==> src/rtl/rtc_bus_seq_if.sv <==
// Multiplexed address/data bus of the external RTC.
// The sequencer owns the bus (master); the RTC model or pad ring is the slave.
interface rtc_bus_seq_if;
  logic [7:0] ad_out;
  logic       ad_oe;
  logic       cs_n;
  logic       rd_n;
  logic       wr_n;
  logic       ad_sel;
  logic [7:0] ad_in;

  modport master (
    output ad_out, ad_oe, cs_n, rd_n, wr_n, ad_sel,
    input  ad_in
  );

  modport slave (
    input  ad_out, ad_oe, cs_n, rd_n, wr_n, ad_sel,
    output ad_in
  );
endinterface

==> src/rtl/rtc_bus_seq.sv <==
// rtc_bus_seq: sequences every access on the RTC multiplexed bus.
//   - power-on init: two writes to INIT_ADDR (INIT_VAL0, then INIT_VAL1)
//   - read burst of NUM_REGS registers (RD_BASE+i) on each v_sync rising edge
//   - single edit write of the last captured wr_addr/wr_data
// Optional build macro RTC_LATCH_CMD_EN: each read burst is preceded by a
// latch command write (8'hF0 to 8'hF0) that freezes the RTC time registers.
//
// Handshake: rd_valid is a one-cycle strobe qualifying rd_idx/rd_data, with no
// backpressure (the consumer must take it that cycle). wr_req is a one-cycle
// request pulse with no acknowledge; a later wr_req before service replaces
// the pending one. v_sync rising edges collapse into one pending burst.
module rtc_bus_seq #(
  parameter int         NUM_REGS  = 9,
  parameter int         PHASE_CYC = 8,
  parameter logic [7:0] RD_BASE   = 8'h21,
  parameter logic [7:0] INIT_ADDR = 8'h02,
  parameter logic [7:0] INIT_VAL0 = 8'h10,
  parameter logic [7:0] INIT_VAL1 = 8'h00
) (
  input  logic                            clk,
  input  logic                            reset,
  input  logic                            v_sync,
  input  logic                            wr_req,
  input  logic [7:0]                      wr_addr,
  input  logic [7:0]                      wr_data,
  rtc_bus_seq_if.master                   bus,
  output logic [$clog2(NUM_REGS+1)-1:0]   rd_idx,
  output logic [7:0]                      rd_data,
  output logic                            rd_valid,
  output logic                            busy,
  output logic                            init_done,
  output logic [1:0]                      dbg_state
);

  localparam int IDX_W = $clog2(NUM_REGS + 1);
  localparam int CNT_W = $clog2(PHASE_CYC);
  localparam logic [CNT_W-1:0] CNT_LAST = CNT_W'(PHASE_CYC - 1);
  localparam logic [IDX_W-1:0] IDX_LAST = IDX_W'(NUM_REGS - 1);

`ifdef RTC_LATCH_CMD_EN
  localparam bit LATCH_CMD = 1'b1;
`else
  localparam bit LATCH_CMD = 1'b0;
`endif

  typedef enum logic [1:0] {ST_INIT, ST_IDLE, ST_READ, ST_WRITE} state_t;
  typedef enum logic [1:0] {PH_ADDR, PH_GAP1, PH_DATA, PH_GAP2} phase_t;

  // Position registers describe the access slot that the next clock edge
  // puts on the bus; bus outputs are registered decodes of this position.
  state_t           state;
  phase_t           phase;
  logic [CNT_W-1:0] cnt;
  logic [IDX_W-1:0] idx;
  logic             cmd_act;

  logic             vs_q;
  logic             rd_pend;
  logic             wr_pend;
  logic [7:0]       wa_q;
  logic [7:0]       wd_q;
  logic [7:0]       acc_wa;
  logic [7:0]       acc_wd;

  logic             acc_is_wr;
  logic [7:0]       acc_a;
  logic [7:0]       acc_d;
  logic             vs_edge;
  logic             cnt_last;

  assign vs_edge   = v_sync & ~vs_q;
  assign cnt_last  = (cnt == CNT_LAST);
  assign dbg_state = state;

  // Address, data and direction of the access currently being sequenced.
  always_comb begin
    acc_is_wr = 1'b1;
    acc_a     = 8'h00;
    acc_d     = 8'h00;
    case (state)
      ST_INIT: begin
        acc_a = INIT_ADDR;
        acc_d = (idx == '0) ? INIT_VAL0 : INIT_VAL1;
      end
      ST_WRITE: begin
        acc_a = acc_wa;
        acc_d = acc_wd;
      end
      ST_READ: begin
        if (cmd_act) begin
          acc_a = 8'hF0;
          acc_d = 8'hF0;
        end else begin
          acc_is_wr = 1'b0;
          acc_a     = RD_BASE + 8'(idx);
        end
      end
      default: acc_is_wr = 1'b0;
    endcase
  end

  // Sequencer FSM: bus drive, read capture, access stepping and request flags.
  always_ff @(posedge clk or posedge reset) begin
    if (reset) begin
      state      <= ST_INIT;
      phase      <= PH_ADDR;
      cnt        <= '0;
      idx        <= '0;
      cmd_act    <= 1'b0;
      vs_q       <= 1'b0;
      rd_pend    <= 1'b0;
      wr_pend    <= 1'b0;
      wa_q       <= 8'h00;
      wd_q       <= 8'h00;
      acc_wa     <= 8'h00;
      acc_wd     <= 8'h00;
      bus.ad_out <= 8'h00;
      bus.ad_oe  <= 1'b0;
      bus.cs_n   <= 1'b1;
      bus.rd_n   <= 1'b1;
      bus.wr_n   <= 1'b1;
      bus.ad_sel <= 1'b0;
      rd_idx     <= '0;
      rd_data    <= 8'h00;
      rd_valid   <= 1'b0;
      busy       <= 1'b1;
      init_done  <= 1'b0;
    end else begin
      vs_q     <= v_sync;
      rd_valid <= 1'b0;

      // Idle bus levels unless the current slot is an ADDR or DATA phase.
      bus.ad_out <= 8'h00;
      bus.ad_oe  <= 1'b0;
      bus.cs_n   <= 1'b1;
      bus.rd_n   <= 1'b1;
      bus.wr_n   <= 1'b1;
      bus.ad_sel <= 1'b0;
      if (state != ST_IDLE) begin
        case (phase)
          PH_ADDR: begin
            bus.cs_n   <= 1'b0;
            bus.wr_n   <= 1'b0;
            bus.ad_oe  <= 1'b1;
            bus.ad_out <= acc_a;
          end
          PH_DATA: begin
            bus.cs_n   <= 1'b0;
            bus.ad_sel <= 1'b1;
            if (acc_is_wr) begin
              bus.wr_n   <= 1'b0;
              bus.ad_oe  <= 1'b1;
              bus.ad_out <= acc_d;
            end else begin
              bus.rd_n   <= 1'b0;
            end
          end
          default: ;
        endcase
      end

      // The first GAP2 slot edge closes the last DATA cycle: sample ad_in.
      if (state == ST_READ && !cmd_act && phase == PH_GAP2 && cnt == '0) begin
        rd_data  <= bus.ad_in;
        rd_idx   <= idx;
        rd_valid <= 1'b1;
      end

      if (state == ST_IDLE) begin
        phase <= PH_ADDR;
        cnt   <= '0;
        if (wr_pend) begin
          state   <= ST_WRITE;
          wr_pend <= 1'b0;
          acc_wa  <= wa_q;
          acc_wd  <= wd_q;
          busy    <= 1'b1;
        end else if (rd_pend) begin
          state   <= ST_READ;
          rd_pend <= 1'b0;
          idx     <= '0;
          cmd_act <= LATCH_CMD;
          busy    <= 1'b1;
        end
      end else if (!cnt_last) begin
        cnt <= cnt + CNT_W'(1);
      end else begin
        cnt   <= '0;
        phase <= phase_t'(phase + 2'd1);
        if (phase == PH_GAP2) begin
          case (state)
            ST_INIT: begin
              if (idx == '0) begin
                idx <= IDX_W'(1);
              end else begin
                idx       <= '0;
                state     <= ST_IDLE;
                busy      <= 1'b0;
                init_done <= 1'b1;
              end
            end
            ST_READ: begin
              if (cmd_act) begin
                cmd_act <= 1'b0;
              end else if (idx == IDX_LAST) begin
                idx   <= '0;
                state <= ST_IDLE;
                busy  <= 1'b0;
              end else begin
                idx <= idx + IDX_W'(1);
              end
            end
            default: begin
              state <= ST_IDLE;
              busy  <= 1'b0;
            end
          endcase
        end
      end

      // New requests win over the clear on state entry in the same cycle.
      if (vs_edge) begin
        rd_pend <= 1'b1;
      end
      if (wr_req) begin
        wr_pend <= 1'b1;
        wa_q    <= wr_addr;
        wd_q    <= wr_data;
      end
    end
  end

endmodule

==> src/flat_wrapper.sv <==
// flat-port wrapper written by rule: the top's interface ports become plain ports
module rtc_bus_seq_flat 
#(
  parameter int         NUM_REGS  = 9,
  parameter int         PHASE_CYC = 8,
  parameter logic [7:0] RD_BASE   = 8'h21,
  parameter logic [7:0] INIT_ADDR = 8'h02,
  parameter logic [7:0] INIT_VAL0 = 8'h10,
  parameter logic [7:0] INIT_VAL1 = 8'h00
)
  (clk, reset, v_sync, wr_req, wr_addr, wr_data, rd_idx, rd_data, rd_valid, busy, init_done, dbg_state, bus_ad_out, bus_ad_oe, bus_cs_n, bus_rd_n, bus_wr_n, bus_ad_sel, bus_ad_in);
  rtc_bus_seq_if bus_i ();
  input  logic clk;
  input  logic reset;
  input  logic v_sync;
  input  logic wr_req;
  input  logic [7:0] wr_addr;
  input  logic [7:0] wr_data;
  output logic [$clog2(NUM_REGS+1)-1:0] rd_idx;
  output logic [7:0] rd_data;
  output logic rd_valid;
  output logic busy;
  output logic init_done;
  output logic [1:0] dbg_state;
  output wire logic [$bits(bus_i.ad_out)-1:0] bus_ad_out;
  output wire logic [$bits(bus_i.ad_oe)-1:0] bus_ad_oe;
  output wire logic [$bits(bus_i.cs_n)-1:0] bus_cs_n;
  output wire logic [$bits(bus_i.rd_n)-1:0] bus_rd_n;
  output wire logic [$bits(bus_i.wr_n)-1:0] bus_wr_n;
  output wire logic [$bits(bus_i.ad_sel)-1:0] bus_ad_sel;
  input wire logic [$bits(bus_i.ad_in)-1:0] bus_ad_in;
  assign bus_ad_out = bus_i.ad_out;
  assign bus_ad_oe = bus_i.ad_oe;
  assign bus_cs_n = bus_i.cs_n;
  assign bus_rd_n = bus_i.rd_n;
  assign bus_wr_n = bus_i.wr_n;
  assign bus_ad_sel = bus_i.ad_sel;
  assign bus_i.ad_in = bus_ad_in;
  rtc_bus_seq #(.NUM_REGS(NUM_REGS), .PHASE_CYC(PHASE_CYC), .RD_BASE(RD_BASE), .INIT_ADDR(INIT_ADDR), .INIT_VAL0(INIT_VAL0), .INIT_VAL1(INIT_VAL1)) u_core (.clk(clk), .reset(reset), .v_sync(v_sync), .wr_req(wr_req), .wr_addr(wr_addr), .wr_data(wr_data), .bus(bus_i), .rd_idx(rd_idx), .rd_data(rd_data), .rd_valid(rd_valid), .busy(busy), .init_done(init_done), .dbg_state(dbg_state));
endmodule
==> config.mk <==
export PLATFORM = sky130hd
export DESIGN_NAME = rtc_bus_seq_flat
export DESIGN_NICKNAME = d
export VERILOG_FILES = /design/src/rtl/rtc_bus_seq_if.sv /design/src/rtl/rtc_bus_seq.sv /design/src/flat_wrapper.sv
export SDC_FILE = /design/constraint.sdc
export NUM_CORES = 1
export LEC_CHECK = 0
export ABC_AREA = 1
export BUFFER_PORTS_ARGS = -buffer_cell sky130_fd_sc_hd__buf_2
export CORE_MARGIN = 2
export CORE_UTILIZATION = 40
export CTS_BUF_LIST = sky130_fd_sc_hd__clkbuf_8
export DETAILED_ROUTE_END_ITERATION = 7
export GPL_TIMING_DRIVEN = 0
export PLACE_DENSITY_LB_ADDON = 0.12
export SYNTH_ARGS = -nofsm -noshare
export SYNTH_HDL_FRONTEND = slang
export SYNTH_SLANG_ARGS = --single-unit
==> constraint.sdc <==
create_clock -name clk -period 1.9 [get_ports clk]
set_clock_uncertainty 0.05 [all_clocks]
set_input_delay 0 -clock clk [delete_from_list [all_inputs] [get_ports clk]]
set_output_delay 0 -clock clk [all_outputs]
set_load 0.05 [all_outputs]
==> impl_metrics.env, run 1 <==
export IMPL_run_status="finished clean"
export IMPL_setup_total_negative_slack_ns=0
export IMPL_timing_final_setup_violations=0
export IMPL_ctsLongestPathBuffers=2
export IMPL_comb_power_share_pct=5.6
export IMPL_critPathTopFamily="buffers and inverters"
export IMPL_row_count=32
export IMPL_finalWeightedCongestion=0.833
export IMPL_worst_setup_path_start_kind="flop"
export IMPL_power_leakage_nw=2.15
export IMPL_worstSetupStartpoint="u_core.dbg_state[1]"
export IMPL_power_ir_vdd_worst_mv=0.351
export IMPL_pin_count_of_the_biggest_net_entering_global_routing=34
export IMPL_drv_cap=0
export IMPL_syn_area_sq_um=3250
export IMPL_die_height_microns=94.2
export IMPL_place_port_buffers=57
export IMPL_start_of_the_worst_register_to_register_path="u_core.dbg_state[1]"
export IMPL_finalHoldViolations=0
export IMPL_slowest_stage="dfrtp_1"
export IMPL_dp_hpwl_microns=4950
export IMPL_io_pin_count=58
export IMPL_final_min_period_over_clock_period_pct=90.8
export IMPL_grt_util_met3_pct=4.33
export IMPL_coreArea_sq_um=7810
export IMPL_path_class="reg2reg"
export IMPL_grt_busiest_layer="met2"
export IMPL_powerDensity_nw_per_um2=712
export IMPL_max_slew_margin_rel_pct=64.6
export IMPL_synth_yosys_seq_area_share_pct=57.1
export IMPL_drcViolationCount=0
export IMPL_htree_levels=3
export IMPL_area_growth_syn_to_layout_pct=29.0
export IMPL_postSynthRegisterBits=74
export IMPL_cell_internal_pwr_w=0.00232
export IMPL_worst_path_largest_cell_delay_ns=0.48
export IMPL_total_buffers_and_inverters_traversed_by_the_critical_path=3
export IMPL_relative_contribution_of_sequential_cells_to_total_power_pct=54.0
export IMPL_grt_pass1_wl_microns=11500
export IMPL_clock_power_share_pct=40.4
export IMPL_floorplan_die_area_sq_um=8870
export IMPL_global_routing_met2_resource_utilization_pct=27.6
export IMPL_timing_critical_path_arrival_ns=1.90
export IMPL_number_of_sinks_handled_by_clock_tree_synthesis=74
export IMPL_min_delay_path_class="in2async"
export IMPL_netSwitchingPower_w=0.000663
export IMPL_post_cts_resized_instances=0
export IMPL_postSynthCellCount=357
export IMPL_critical_path_peak_fanout=10
export IMPL_initial_utilization_pct=41.7
export IMPL_worst_ep_required_time_ns=2.07
export IMPL_ys_top_cells_by_area="dfrtp_1, nand2_1, o21ai_0"
export IMPL_num_nets_final=498
export IMPL_ctsRootBufferMaster="clkbuf_8"
export IMPL_path_cells="inv_1, ha_1, buf_6, nand2_4, clkbuf_1, o21ai_0"
export IMPL_rsz_0062_raised_after_global_routing="no"
export IMPL_routed_wl_microns=6820
export IMPL_netlist_area_leader_share_pct=53.9
export IMPL_max_clock_freq_mhz=580
export IMPL_total_number_of_vias=2549
export IMPL_ys_types=28
export IMPL_switching_share_pct=22.2
export IMPL_number_of_search_and_repair_iterations_in_the_first_detailed_routing_pass=4
export IMPL_synth_largest_area_cell="dfrtp_1"
export IMPL_die_x_microns=94.2
export IMPL_cts_clk_slew_worst_paths_ns=0.08
export IMPL_via_count_of_the_first_global_routing_pass=2491
export IMPL_yosys_warnings=0
export IMPL_synthesis_area_per_instance_sq_um=9.11
export IMPL_synth_nets=399
export IMPL_initial_antenna_violation_count=0
export IMPL_finalMaxSlewViolations=0
export IMPL_finished_core_util_pct=53.7
export IMPL_wl_per_cell_microns=12.1
export IMPL_final_common_cell="nand2_1"
export IMPL_most_common_layout_cells="nand2_1, dfrtp_1, buf_2"
export IMPL_detail_route_iter0_violations=84
export IMPL_antenna_diode_count=0
export IMPL_viasPerCell=4.53
export IMPL_global_route_overflow_total=0
export IMPL_cts_inserted_buffers=9
export IMPL_detail_route_antenna_nets=0
export IMPL_grt_use_met1_pct=22.0
export IMPL_grt_util_all_layers_pct=17.2
export IMPL_fin_crit_ns=1.72
export IMPL_tightest_slew_ns=0.532
export IMPL_final_layout_size_suffix_gt1_share_pct=22.1
export IMPL_worstSetupEndpointType="flop"
export IMPL_tritoncts="yes"
export IMPL_insertion_delay_ns=0.35
==> synth_stat cells, drive strengths merged <==
library cell	instances
dfrtp	70
a21oi	6
clkinv	1
nor2	19
nand2	116
buf	7
nand3	16
o31ai	1
clkbuf	4
o22ai	2
o21bai	2
o21ai	45
ha	14
dfstp	4
nand4	1
a22o	1
inv	48
==> layer usage <==
metal / vias up / wire [microns] / share of wire, %
li1: 1305 / - / -
met4: 0 / 166 / 2.4
met1: 1173 / 3190 / 47
met3: 13 / 264 / 3.9
met2: 58 / 3200 / 47
met5: - / 0 / 0
==> power by group through the flow <==
stage               clock network, W  registers, W   logic, W
floorplan                          0       0.00164  0.0000604
global placement                   0       0.00164   0.000108
detailed placement                 0       0.00164   0.000122
CTS                          0.00125       0.00161   0.000170
global route                 0.00130       0.00162   0.000192
finish                       0.00121       0.00161   0.000167
==> sequential cells by signal, summed over array words and instances (netlist names), 2 cells and up <==
| signal | flops |
|---|---|
| u_core.acc_wa | 8 |
| u_core.acc_wd | 8 |
| u_core.bus.ad_out | 8 |
| u_core.rd_data | 8 |
| u_core.wa_q | 8 |
| u_core.wd_q | 8 |
| u_core.idx | 4 |
| u_core.rd_idx | 4 |
| u_core.cnt | 3 |
| u_core.dbg_state | 2 |
| u_core.phase | 2 |
==> final timing paths <==
path / depth (start not counted) / to / slack [ns]
worst max-delay path: 6 / u_core.acc_wd[2] / 0.18
worst min-delay path: 3 / u_core.wd_q[1] / 0.08
worst min register to register: 1 / u_core.rd_pend / 0.39
max in group asynchronous: 5 / u_core.bus.cs_n / 0.98
worst max register to register: 6 / u_core.acc_wd[2] / 0.18
min in group clk: 4 / u_core.wa_q[2] / 0.14
==> timing repair <==
item,4_1_cts,5_1_grt
hold buffers,29,0
hold endpoints to repair,64,0
endpoints found under the setup margin,0,0
setup buffers,0,0
==> cell type report <==
class | count | area (sq um)
plain buffers | 11 | 75.1
clock buffers | 10 | 138
clock inverters | 6 | 57.6
fillers | 720 | 3610
inverters | 49 | 191
multi-input cells | 223 | 1130
flip-flops and latches | 74 | 1860
well taps | 102 | 128
repair buffers | 88 | 616
==> through the flow <==
stage / instance area, sq um / cells / setup WS, ns / hold slack (ns) / total power [W]
3_3_place_gp: 3670 / 516 / 0.209 / 0.0747 / 0.00175
2_1_floorplan: 3260 / 357 / 0.122 / -0.0186 / 0.00170
4_1_cts: 4190 / 563 / 0.150 / 0.0820 / 0.00303
3_5_place_dp: 3710 / 518 / 0.182 / -0.0808 / 0.00177
5_1_grt: 4190 / 563 / 0.00472 / 0.119 / 0.00311
6_report: 4190 / 563 / 0.175 / 0.0826 / 0.00299
==> worst reg2reg max path: cells and delay by family (launching register included) <==
kind            cells  cell delay, ns
simple gates        1            0.09
flops               1            0.48
fa+ha+maj           1            0.21
buf+inv             3            0.63
compound gates      1            0.15
==> logic make-up (layout without fill, tap and decap cells) <==
group | count (synthesis) | after routing | share of synthesized area (%)
buf+inv | 60 | 164 | 8.08
fa+ha+maj | 14 | 14 | 5.39
simple gates | 152 | 152 | 20.0
compound gates | 57 | 57 | 9.43
flops | 74 | 74 | 57.1
Note: power is estimated with default switching activity, not from simulation.
==> inputs of run 2 (changes only) <==
- clock period: 1.9 -> 1.4 ns (I/O delays scaled with it)
==> impl_metrics.env, run 2 (synthesis results as in run 1) <==
export IMPL_final_layout_size_suffix_gt1_share_pct=40.6
export IMPL_path_class="reg2reg"
export IMPL_initial_utilization_pct=41.7
export IMPL_die_height_microns=94.2
export IMPL_most_common_layout_cells="nand2_1, dfrtp_1, buf_2"
export IMPL_start_of_the_worst_register_to_register_path="u_core.dbg_state[0]"
export IMPL_ctsLongestPathBuffers=2
export IMPL_total_number_of_vias=2741
export IMPL_antenna_diode_count=0
export IMPL_tritoncts="yes"
export IMPL_critical_path_peak_fanout=5
export IMPL_max_clock_freq_mhz=670
export IMPL_ctsRootBufferMaster="clkbuf_8"
export IMPL_finish_instance_area_sq_um=4870
export IMPL_routed_wl_microns=7800
export IMPL_die_x_microns=94.2
export IMPL_worst_hold_startpoint="wr_req"
export IMPL_htree_levels=3
export IMPL_critPathTopFamily="buffers and inverters"
export IMPL_area_growth_syn_to_layout_pct=49.6
export IMPL_finalWeightedCongestion=0.846
export IMPL_min_delay_path_depth=4
export IMPL_insertion_delay_ns=0.34
export IMPL_finalMaxSlewViolations=0
export IMPL_min_delay_path_class="in2reg"
export IMPL_slowest_stage="dfrtp_2"
export IMPL_path_cells="inv_2, ha_4, inv_4, nor2_4, nand3_4, buf_12, buf_8, nand2_2, nand2_1"
export IMPL_finalHoldViolations=0
export IMPL_postPlaceCellArea_sq_um=3760
export IMPL_reg2reg_depth=9
export IMPL_worstSetupEndpointType="flop"
export IMPL_dp_hpwl_microns=4910
export IMPL_detail_route_antenna_nets=0
export IMPL_initial_antenna_violation_count=0
export IMPL_violated_checks="negative setup slack"
export IMPL_wl_per_cell_microns=13.2
export IMPL_final_common_cell="nand2_1"
export IMPL_worst_setup_path_start_kind="flop"
export IMPL_power_ir_vdd_worst_mv=0.473
export IMPL_layout_cells_non_filler=590
export IMPL_floorplan_die_area_sq_um=8870
export IMPL_place_port_buffers=57
export IMPL_coreArea_sq_um=7810
export IMPL_fin_crit_ns=1.49
export IMPL_max_slew_margin_rel_pct=49.0
export IMPL_grt_util_all_layers_pct=18.2
export IMPL_run_status="finished, violations left"
export IMPL_final_min_period_over_clock_period_pct=107
export IMPL_number_of_search_and_repair_iterations_in_the_first_detailed_routing_pass=4
export IMPL_cts_inserted_buffers=9
export IMPL_drv_cap=0
export IMPL_tightest_slew_ns=0.763
export IMPL_placed_cells_incl_taps=517
export IMPL_viasPerCell=4.65
export IMPL_timing_final_setup_violations=32
export IMPL_worst_path_largest_cell_delay_ns=0.44
export IMPL_total_buffers_and_inverters_traversed_by_the_critical_path=4
export IMPL_final_critical_path_setup_slack_ns=-0.0932
export IMPL_num_nets_final=525
export IMPL_io_pin_count=58
export IMPL_rsz_0062_raised_after_global_routing="yes"
export IMPL_cts_clk_slew_worst_paths_ns=0.08
export IMPL_row_count=32
export IMPL_worst_ep_required_time_ns=1.59
export IMPL_number_of_sinks_handled_by_clock_tree_synthesis=74
export IMPL_detail_route_iter0_violations=78
export IMPL_via_count_of_the_first_global_routing_pass=2661
export IMPL_drcViolationCount=0
export IMPL_power_leakage_nw=2.41
export IMPL_global_route_overflow_total=0
export IMPL_worstSetupStartpoint="u_core.dbg_state[0]"
export IMPL_timing_critical_path_arrival_ns=1.68
export IMPL_post_place_ws_ns=-0.156
export IMPL_worst_path_stages=9
export IMPL_grt_pass1_wl_microns=12500
export IMPL_powerDensity_nw_per_um2=825
export IMPL_pin_count_of_the_biggest_net_entering_global_routing=41
run 2: cell count changes in the layout (fill, tap and decap cells not counted), sizes merged:
cell	change
clkbuf	+2
inv	+3
clkinv	-2
buf	+24
run 2: timing repair:
item | CTS | global route
resized for setup | 58 | 63
setup buffers | 15 | 13
gates cloned | 1 | 4
setup endpoints to repair | 41 | 48
pin swaps | 15 | 13
endpoints found under the hold margin | 59 | 0
hold buffers | 29 | 0
run 2: report_power, final:
part	leakage (nW)	internal [W]	switching, W	total (W)
combinational	1.39	0.000110	0.000117	0.000227
sequential	0.908	0.00218	0.0000103	0.00219
clock	0.110	0.000848	0.000750	0.00160
total	2.41	0.00314	0.000877	0.00401
run 2: layout make-up:
class                   count  area [sq um]
multi-input cells         223          1460
repair inverters            1          8.76
repair buffers            117           912
plain buffers               8          97.6
fillers                   672          2940
inverters                  49           210
well taps                 102           128
clock buffers              10           138
clock inverters             6          51.3
flip-flops and latches     74          1860
run 2: per-stage QoR:
| stage | power (W) | setup TNS (ns) | hold slack, ns | util (%) |
|---|---|---|---|---|
| 2_1_floorplan | 0.00231 | -3.76 | -0.0186 | - |
| 3_3_place_gp | 0.00238 | -2.78 | 0.0742 | 47.9 |
| 3_5_place_dp | 0.00239 | -3.02 | 0.0782 | 48.1 |
| 4_1_cts | 0.00405 | -1.23 | 0.128 | 58.1 |
| 5_1_grt | 0.00418 | -3.02 | 0.226 | 62.3 |
| 6_report | 0.00401 | -1.30 | 0.140 | 62.3 |
run 2: path summary, 6_finish.rpt:
check                                         end  slack, ns
worst min-delay path               u_core.wa_q[2]       0.14
min in group asynchronous          u_core.wa_q[7]       0.28
worst max-delay path            u_core.rd_data[6]      -0.09
worst min register to register     u_core.rd_pend       0.40
max in group asynchronous         u_core.bus.rd_n       0.32
worst max register to register  u_core.rd_data[6]      -0.09
run 2: per-layer routing:
layer / global-route usage [%] / wire (microns)
met5: 0 / 0
met1: 24.0 / 3450
met2: 30.2 / 3950
met4: 6.76 / 111
met3: 2.97 / 284
run 2: tightest hold or removal path: stages:
cell and delay (ns):
buf_2 0.13, clkbuf_1 0.20, nand2_1 0.10, o21ai_0 0.07
